File: config.mk
export PLATFORM = sky130hd
export DESIGN_NAME = lsu_ctrl
export DESIGN_NICKNAME = d
export VERILOG_FILES = /design/src/rtl/lsu_pkg.sv /design/src/rtl/lsu_align.sv /design/src/rtl/lsu_ctrl.sv
export SDC_FILE = /design/constraint.sdc
export NUM_CORES = 1
export LEC_CHECK = 0
export BUFFER_PORTS_ARGS = -buffer_cell sky130_fd_sc_hd__buf_2
export CORE_MARGIN = 2
export CORE_UTILIZATION = 30
export DETAILED_ROUTE_END_ITERATION = 8
export PLACE_DENSITY_LB_ADDON = 0.15
export SLEW_MARGIN = 25
export SYNTH_ARGS = -nofsm -noshare
export SYNTH_HDL_FRONTEND = slang
export SYNTH_SLANG_ARGS = --single-unit
File: constraint.sdc
create_clock -name clk -period 1.94 [get_ports clk]
set_input_delay 0 -clock clk [delete_from_list [all_inputs] [get_ports clk]]
set_output_delay 0 -clock clk [all_outputs]
set_load 0.03 [all_outputs]
File: src/rtl/lsu_pkg.sv
// lsu_pkg: shared states, access-size codes and opcodes for the load/store unit
//   IDLE/REQ/RSP/FIN  controller states
//   LS_*              funct3 access-size codes
//   OPC_*             RV32I load/store major opcodes
//   is_aligned()      legal funct3 and natural alignment check
package lsu_pkg;
   typedef enum logic [1:0] {IDLE, REQ, RSP, FIN} lsu_state_e;
   localparam logic [2:0] LS_B  = 3'b000;
   localparam logic [2:0] LS_H  = 3'b001;
   localparam logic [2:0] LS_W  = 3'b010;
   localparam logic [2:0] LS_BU = 3'b100;
   localparam logic [2:0] LS_HU = 3'b101;
   localparam logic [6:0] OPC_LOAD  = 7'b0000011;
   localparam logic [6:0] OPC_STORE = 7'b0100011;
   // unknown funct3 codes are reported as misaligned so they never reach the bus
   function automatic logic is_aligned(input logic [2:0] f3, input logic [1:0] off);
      return (f3 == LS_B || f3 == LS_BU) ? 1'b1 :
             (f3 == LS_H || f3 == LS_HU) ? !off[0] :
             (f3 == LS_W) ? (off == 2'b00) : 1'b0;
   endfunction
endpackage

File: src/rtl/lsu_align.sv
// lsu_align: byte enables, store lane replication and load lane extraction
//   funct3      access size/sign of the latched op
//   off         byte offset addr[1:0]
//   wdata       raw store data (rs2)
//   rdata       raw bus read word
//   be          byte enables for the bus beat
//   wdata_lane  store data replicated across all lanes
//   ld_ext      selected lane, sign/zero-extended
module lsu_align import lsu_pkg::*; (
   input  logic [2:0]  funct3,
   input  logic [1:0]  off,
   input  logic [31:0] wdata,
   input  logic [31:0] rdata,
   output logic [3:0]  be,
   output logic [31:0] wdata_lane,
   output logic [31:0] ld_ext
);
   logic [7:0]  b;
   logic [15:0] h;
   assign b = rdata[{off, 3'b000} +: 8];
   assign h = off[1] ? rdata[31:16] : rdata[15:0];
   assign be = (funct3[1:0] == 2'b00) ? 4'b0001 << off :
               (funct3[1:0] == 2'b01) ? 4'b0011 << off : 4'b1111;
   assign wdata_lane = (funct3[1:0] == 2'b00) ? {4{wdata[7:0]}} :
                       (funct3[1:0] == 2'b01) ? {2{wdata[15:0]}} : wdata;
   assign ld_ext = (funct3 == LS_B)  ? {{24{b[7]}}, b} :
                   (funct3 == LS_BU) ? {24'b0, b} :
                   (funct3 == LS_H)  ? {{16{h[15]}}, h} :
                   (funct3 == LS_HU) ? {16'b0, h} : rdata;
endmodule

File: src/rtl/lsu_ctrl.sv
// lsu_ctrl: load/store sequencer between execute stage and handshaked data bus
//   clk, rst (sync, active-low)
//   mem_start/is_store/funct3/addr/wdata  op from execute stage
//   stall, ld_data, done, misalign, bus_err_o  results to pipeline and trap logic
//   bus_req/bus_we/bus_addr/bus_be/bus_wdata  request channel
//   bus_gnt/bus_rvalid/bus_rdata/bus_err      bus handshake and response
//   LSU_TIMEOUT_EN: when defined, a wait of TIMEOUT_CYCLES in REQ or RSP ends the op as a bus error
module lsu_ctrl import lsu_pkg::*; #(
   parameter int TIMEOUT_CYCLES = 255,
   parameter int CNT_W          = 8
) (
   input  logic        clk,
   input  logic        rst,
   input  logic        mem_start,
   input  logic        is_store,
   input  logic [2:0]  funct3,
   input  logic [31:0] addr,
   input  logic [31:0] wdata,
   output logic        stall,
   output logic [31:0] ld_data,
   output logic        done,
   output logic        misalign,
   output logic        bus_err_o,
   output logic        bus_req,
   output logic        bus_we,
   output logic [31:0] bus_addr,
   output logic [3:0]  bus_be,
   output logic [31:0] bus_wdata,
   input  logic        bus_gnt,
   input  logic        bus_rvalid,
   input  logic [31:0] bus_rdata,
   input  logic        bus_err
);
   lsu_state_e  state;
   logic        st_q;
   logic [2:0]  f3_q;
   logic [31:0] addr_q, wdata_q;
   logic [3:0]  be;
   logic [31:0] wlane, ld_ext;
   logic        start_ok, rsp, tmo;
   lsu_align u_align (
      .funct3(f3_q), .off(addr_q[1:0]), .wdata(wdata_q), .rdata(bus_rdata),
      .be(be), .wdata_lane(wlane), .ld_ext(ld_ext)
   );
   assign start_ok  = rst && state == IDLE && mem_start && is_aligned(funct3, addr[1:0]);
   assign misalign  = rst && state == IDLE && mem_start && !is_aligned(funct3, addr[1:0]);
   assign stall     = state == REQ || state == RSP || start_ok;
   // a grant carrying its response in the same cycle skips RSP
   assign rsp       = (state == REQ && bus_gnt && bus_rvalid) || (state == RSP && bus_rvalid);
   assign bus_req   = state == REQ;
   assign bus_we    = bus_req && st_q;
   assign bus_addr  = bus_req ? {addr_q[31:2], 2'b00} : 32'b0;
   assign bus_be    = bus_req ? be : 4'b0;
   assign bus_wdata = bus_we ? wlane : 32'b0;
`ifdef LSU_TIMEOUT_EN
   logic [CNT_W-1:0] cnt;
   assign tmo = !rsp && !(state == REQ && bus_gnt) && (state == REQ || state == RSP) &&
                cnt == CNT_W'(TIMEOUT_CYCLES - 1);
`else
   logic unused_cfg;
   assign unused_cfg = ^{TIMEOUT_CYCLES, CNT_W};
   assign tmo = 1'b0;
`endif
   always_ff @(posedge clk) begin
      if (!rst) begin
         state     <= IDLE;
         st_q      <= 1'b0;
         f3_q      <= 3'b0;
         addr_q    <= 32'b0;
         wdata_q   <= 32'b0;
         ld_data   <= 32'b0;
         done      <= 1'b0;
         bus_err_o <= 1'b0;
`ifdef LSU_TIMEOUT_EN
         cnt       <= '0;
`endif
      end else begin
         if (start_ok) begin
            st_q    <= is_store;
            f3_q    <= funct3;
            addr_q  <= addr;
            wdata_q <= wdata;
         end
         done      <= rsp && !bus_err;
         bus_err_o <= (rsp && bus_err) || tmo;
         if (rsp && !bus_err && !st_q) ld_data <= ld_ext;
         state <= start_ok ? REQ :
                  (rsp || tmo) ? FIN :
                  (state == REQ && bus_gnt) ? RSP :
                  (state == FIN) ? IDLE : state;
`ifdef LSU_TIMEOUT_EN
         // restarts on entry to REQ (from IDLE) and on entry to RSP (grant)
         cnt <= ((state == REQ && !bus_gnt) || state == RSP) ? cnt + 1'b1 : '0;
`endif
      end
   end
endmodule

==> results by group <==
Outcome
  – Status: completed

Power
  – P_leak: 0.003658 µW
  – Peak VDD IR: 0.0004563 V
  – Net Sw Power: 1638 µW
  – Internal Power: 3682 µW
  – Sequential Power Share: 0.447
  – Pwr dens: 708.0 nW/µm²
  – Net Sw Frac: 0.3079
  – Combinational cell fraction of total power: 0.210
  – Clock power share: 0.343

Timing
  – Slew Limit Fails: 0
  – Unrepaired setup endpoints after global routing: yes
  – Fin Hold WS: 0.01640 ns
  – Setup-failing EPs final: 0
  – Final period util: 0.9428
  – Post-route minimum period: 1.829 ns
  – Max Clk Rate: 546.8 MHz
  – Fin Clk Skew: 0.007866 ns
  – Hold Vio Cnt, Final: 0

Drt
  – DRC: 0
  – Routed Wire Length: 17.86 mm
  – Wirelength per Cell: 15.47 µm
  – First-pass DRT Iterations: 4
  – Initial DRC count: 286
  – Vias per cell: 4.750
  – Total via count in the routed design: 5,486
  – Final ANT Viol Nets: 0

Synthesis
  – Post-synth EDFFs: 0
  – Most used DFF post-synth: dfxtp_1
  – Post-synthesis mux area share: 0.08598
  – Post-synthesis sequential area ratio: 0.4064
  – Compound-Gate Fraction of Synth Area: 0.1260
  – Post-synth cell types: 44
  – Post-synthesis cell area: 5122 µm²
  – Yosys Warn Count: 0
  – Synth Area per Inst: 7.691 µm²
  – Synth Area in XOR/XNOR: 0
  – Post-synthesis adder-cell area fraction: 0.01954
  – Cells after Synth: 666
  – Synth async-reset ratio: 0
  – Synthesized flop and latch total: 104
  – Largest family of logic cells by synthesized area: simple AND/OR/NAND/NOR gates
  – Post-synthesis simple-gate area fraction: 0.2980

GRT
  – First-pass GRT wire length: 28.33 mm
  – Remaining global-route overflow: 0
  – Vias in the first global route: 5,388
  – Largest net degree at the start of global routing: 106
  – GRT Resource Usage Total: 0.1971
  – Initial antenna violation count: 0

CTS
  – CTS tree: yes
  – Total CTS buffers: 9
  – Clk pin slew, worst setup/hold paths: 0.07 ns
  – Clock buffer depth: 2
  – Number of H-tree levels: 3
  – CTS Root Cell: clkbuf_16
  – Clock tree sinks: 104
  – Clk_lat worst skew: 0.36 ns

Place
  – PortBufs: 209
  – Dpl hpwl: 12.02 mm
  – Placed Cells incl. Taps: 1,062
  – Placer Congestion: 0.7997

Finish
  – Nets: 1,044
  – Seq. cell area: 2083 µm²
  – N_diodes: 0
  – Multi-input logic area: 2748 µm²
  – Layout cells sized above 1: 0.2984
  – Synth-to-layout area growth: 46.68%
  – Fill count: 1,716
  – Final Non-Filler Cells: 1,155

Critical path
  – Startpoint Class: register
  – Critical Path RT: 1.94 ns
  – Crit Path Max Fanout: 28
  – Nature of the critical path endpoint: output pin
  – Critical Setup Path Class: reg2out
  – Crit-path cells: inv_1 > ha_2 > buf_8 > buf_4 > and2_1 > buf_2
  – Max stage delay on crit path: 0.33 ns
  – R2R setup slack: 0.28 ns
  – CP arrival: 1.83 ns
  – Slowest-stage cell, CP: dfxtp_1

Floorplan
  – Die width: 134.7 µm
  – Initial Util: 0.3078
  – Full die area: 18,140 µm²
  – Core ar.: 16,640 µm²
  – # IOs: 212
  – Die Y: 134.7 µm
  – Rows: 47

Job
  – Max-Cap Viols: 0

Min path
  – Worst hold-check path type: in2reg
-- layout make-up --
cell class / count / share of cell area
well taps: 220 / 0.03664
flip-flops and latches: 104 / 0.2773
clock buffers: 10 / 0.03181
inverters: 7 / 0.003497
repair buffers: 311 / 0.2783
clock inverters: 6 / 0.006828
multi-input cells: 497 / 0.3657
-- registers in the layout (all words and copies together) (netlist names) --
| name | count |
|---|---|
| ld_data | 32 |
| f3_q | 3 |
| addr_q | 32 |
| bus_err_o | 1 |
| st_q | 1 |
| state | 2 |
| done | 1 |
| wdata_q | 32 |
-- power by group through the flow --
stage | Clock [µW] | Combinational (µW) | Sequential [µW]
CTS | 1890 | 1110 | 2380
global route | 1990 | 1230 | 2400
global placement | 0 | 986 | 2420
finish | 1830 | 1120 | 2380
floorplan | 0 | 555 | 2480
detailed placement | 0 | 990 | 2420
-- cell usage after synthesis, types with 7 or more instances --
master | count | area share
a21oi_1 | 50 | 0.049
and2_1 | 30 | 0.037
and3_1 | 9 | 0.011
buf_2 | 13 | 0.013
buf_4 | 10 | 0.015
clkbuf_1 | 27 | 0.020
dfxtp_1 | 104 | 0.41
ha_1 | 8 | 0.020
inv_1 | 7 | 0.0051
mux2_2 | 9 | 0.020
mux2i_1 | 17 | 0.033
mux4_2 | 7 | 0.031
nand2_1 | 165 | 0.12
nand3_1 | 67 | 0.065
nor2_1 | 41 | 0.030
nor3_1 | 8 | 0.0078
o21ai_0 | 49 | 0.048
or3_1 | 7 | 0.0085
-- final timing paths --
path                           start  cells past startpoint                  endpoint
max            state[1]$_SDFFE_PP0P_                      6              bus_addr[25]
min                    bus_rdata[25]                      3  ld_data[25]$_SDFFE_PN0P_
min reg2reg  addr_q[14]$_SDFFE_PN0P_                      2   addr_q[14]$_SDFFE_PN0P_
max reg2reg    state[1]$_SDFFE_PP0P_                      7  ld_data[19]$_SDFFE_PN0P_
-- kinds of logic after synthesis --
family | after synthesis
mux | 34
flops | 104
other cells | 1
simple gates | 337
compound gates | 116
fa+ha+maj | 8
buf+inv | 66
-- layout by cell type, fill, tap and decap left out, types with 17 or more instances in the layout --
cell type | netlist | final
nor2_1 | 41 | 40
dfxtp_1 | 104 | 103
and2_1 | 30 | 30
buf_4 | 10 | 29
nand3_1 | 67 | 67
buf_2 | 13 | 199
a21oi_1 | 50 | 47
nand2_1 | 165 | 165
dlygate4sd3_1 | 0 | 77
mux2i_1 | 17 | 17
o21ai_0 | 49 | 49
-- repair_timing --
action / in CTS / in global routing
buffers inserted: 0 / 0
pin swaps: 0 / 0
hold buffers: 77 / 0
resized for setup: 3 / 22
endpoints found under the hold margin: 78 / 0
endpoints found under the setup margin: 3 / 48
-- worst max-delay path, delay by kind of cell, from the launching register on --
family | cells | cell delay (ns)
fa+ha+maj | 1 | 0.21
buf+inv | 4 | 0.75
flops | 1 | 0.33
simple gates | 1 | 0.18
-- metrics by stage --
| stage | utilization | power [µW] | worst slack [ns] | area [µm²] | setup TNS, ns |
|---|---|---|---|---|---|
| floorplan | - | 3032 | 0.08443 | 5126 | 0 |
| global placement | 0.3846 | 3410 | 0.2847 | 6401 | 0 |
| detailed placement | 0.3846 | 3413 | 0.2631 | 6401 | 0 |
| CTS | 0.4488 | 5375 | 0.007237 | 7468 | 0 |
| global route | 0.4515 | 5617 | -0.007599 | 7513 | -0.01376 |
| finish | 0.4515 | 5320 | 0.1110 | 7513 | 0 |
-- metal layers --
metal	wire length, µm	global-route usage	share of wire	vias up
li1	-	-	-	2749
met1	8205	0.2593	0.46	2556
met2	8474	0.3257	0.47	165
met3	985	0.05068	0.055	16
met4	199	0.04386	0.011	0
met5	0	0	0	-
(Power assumes the default switching activity.)
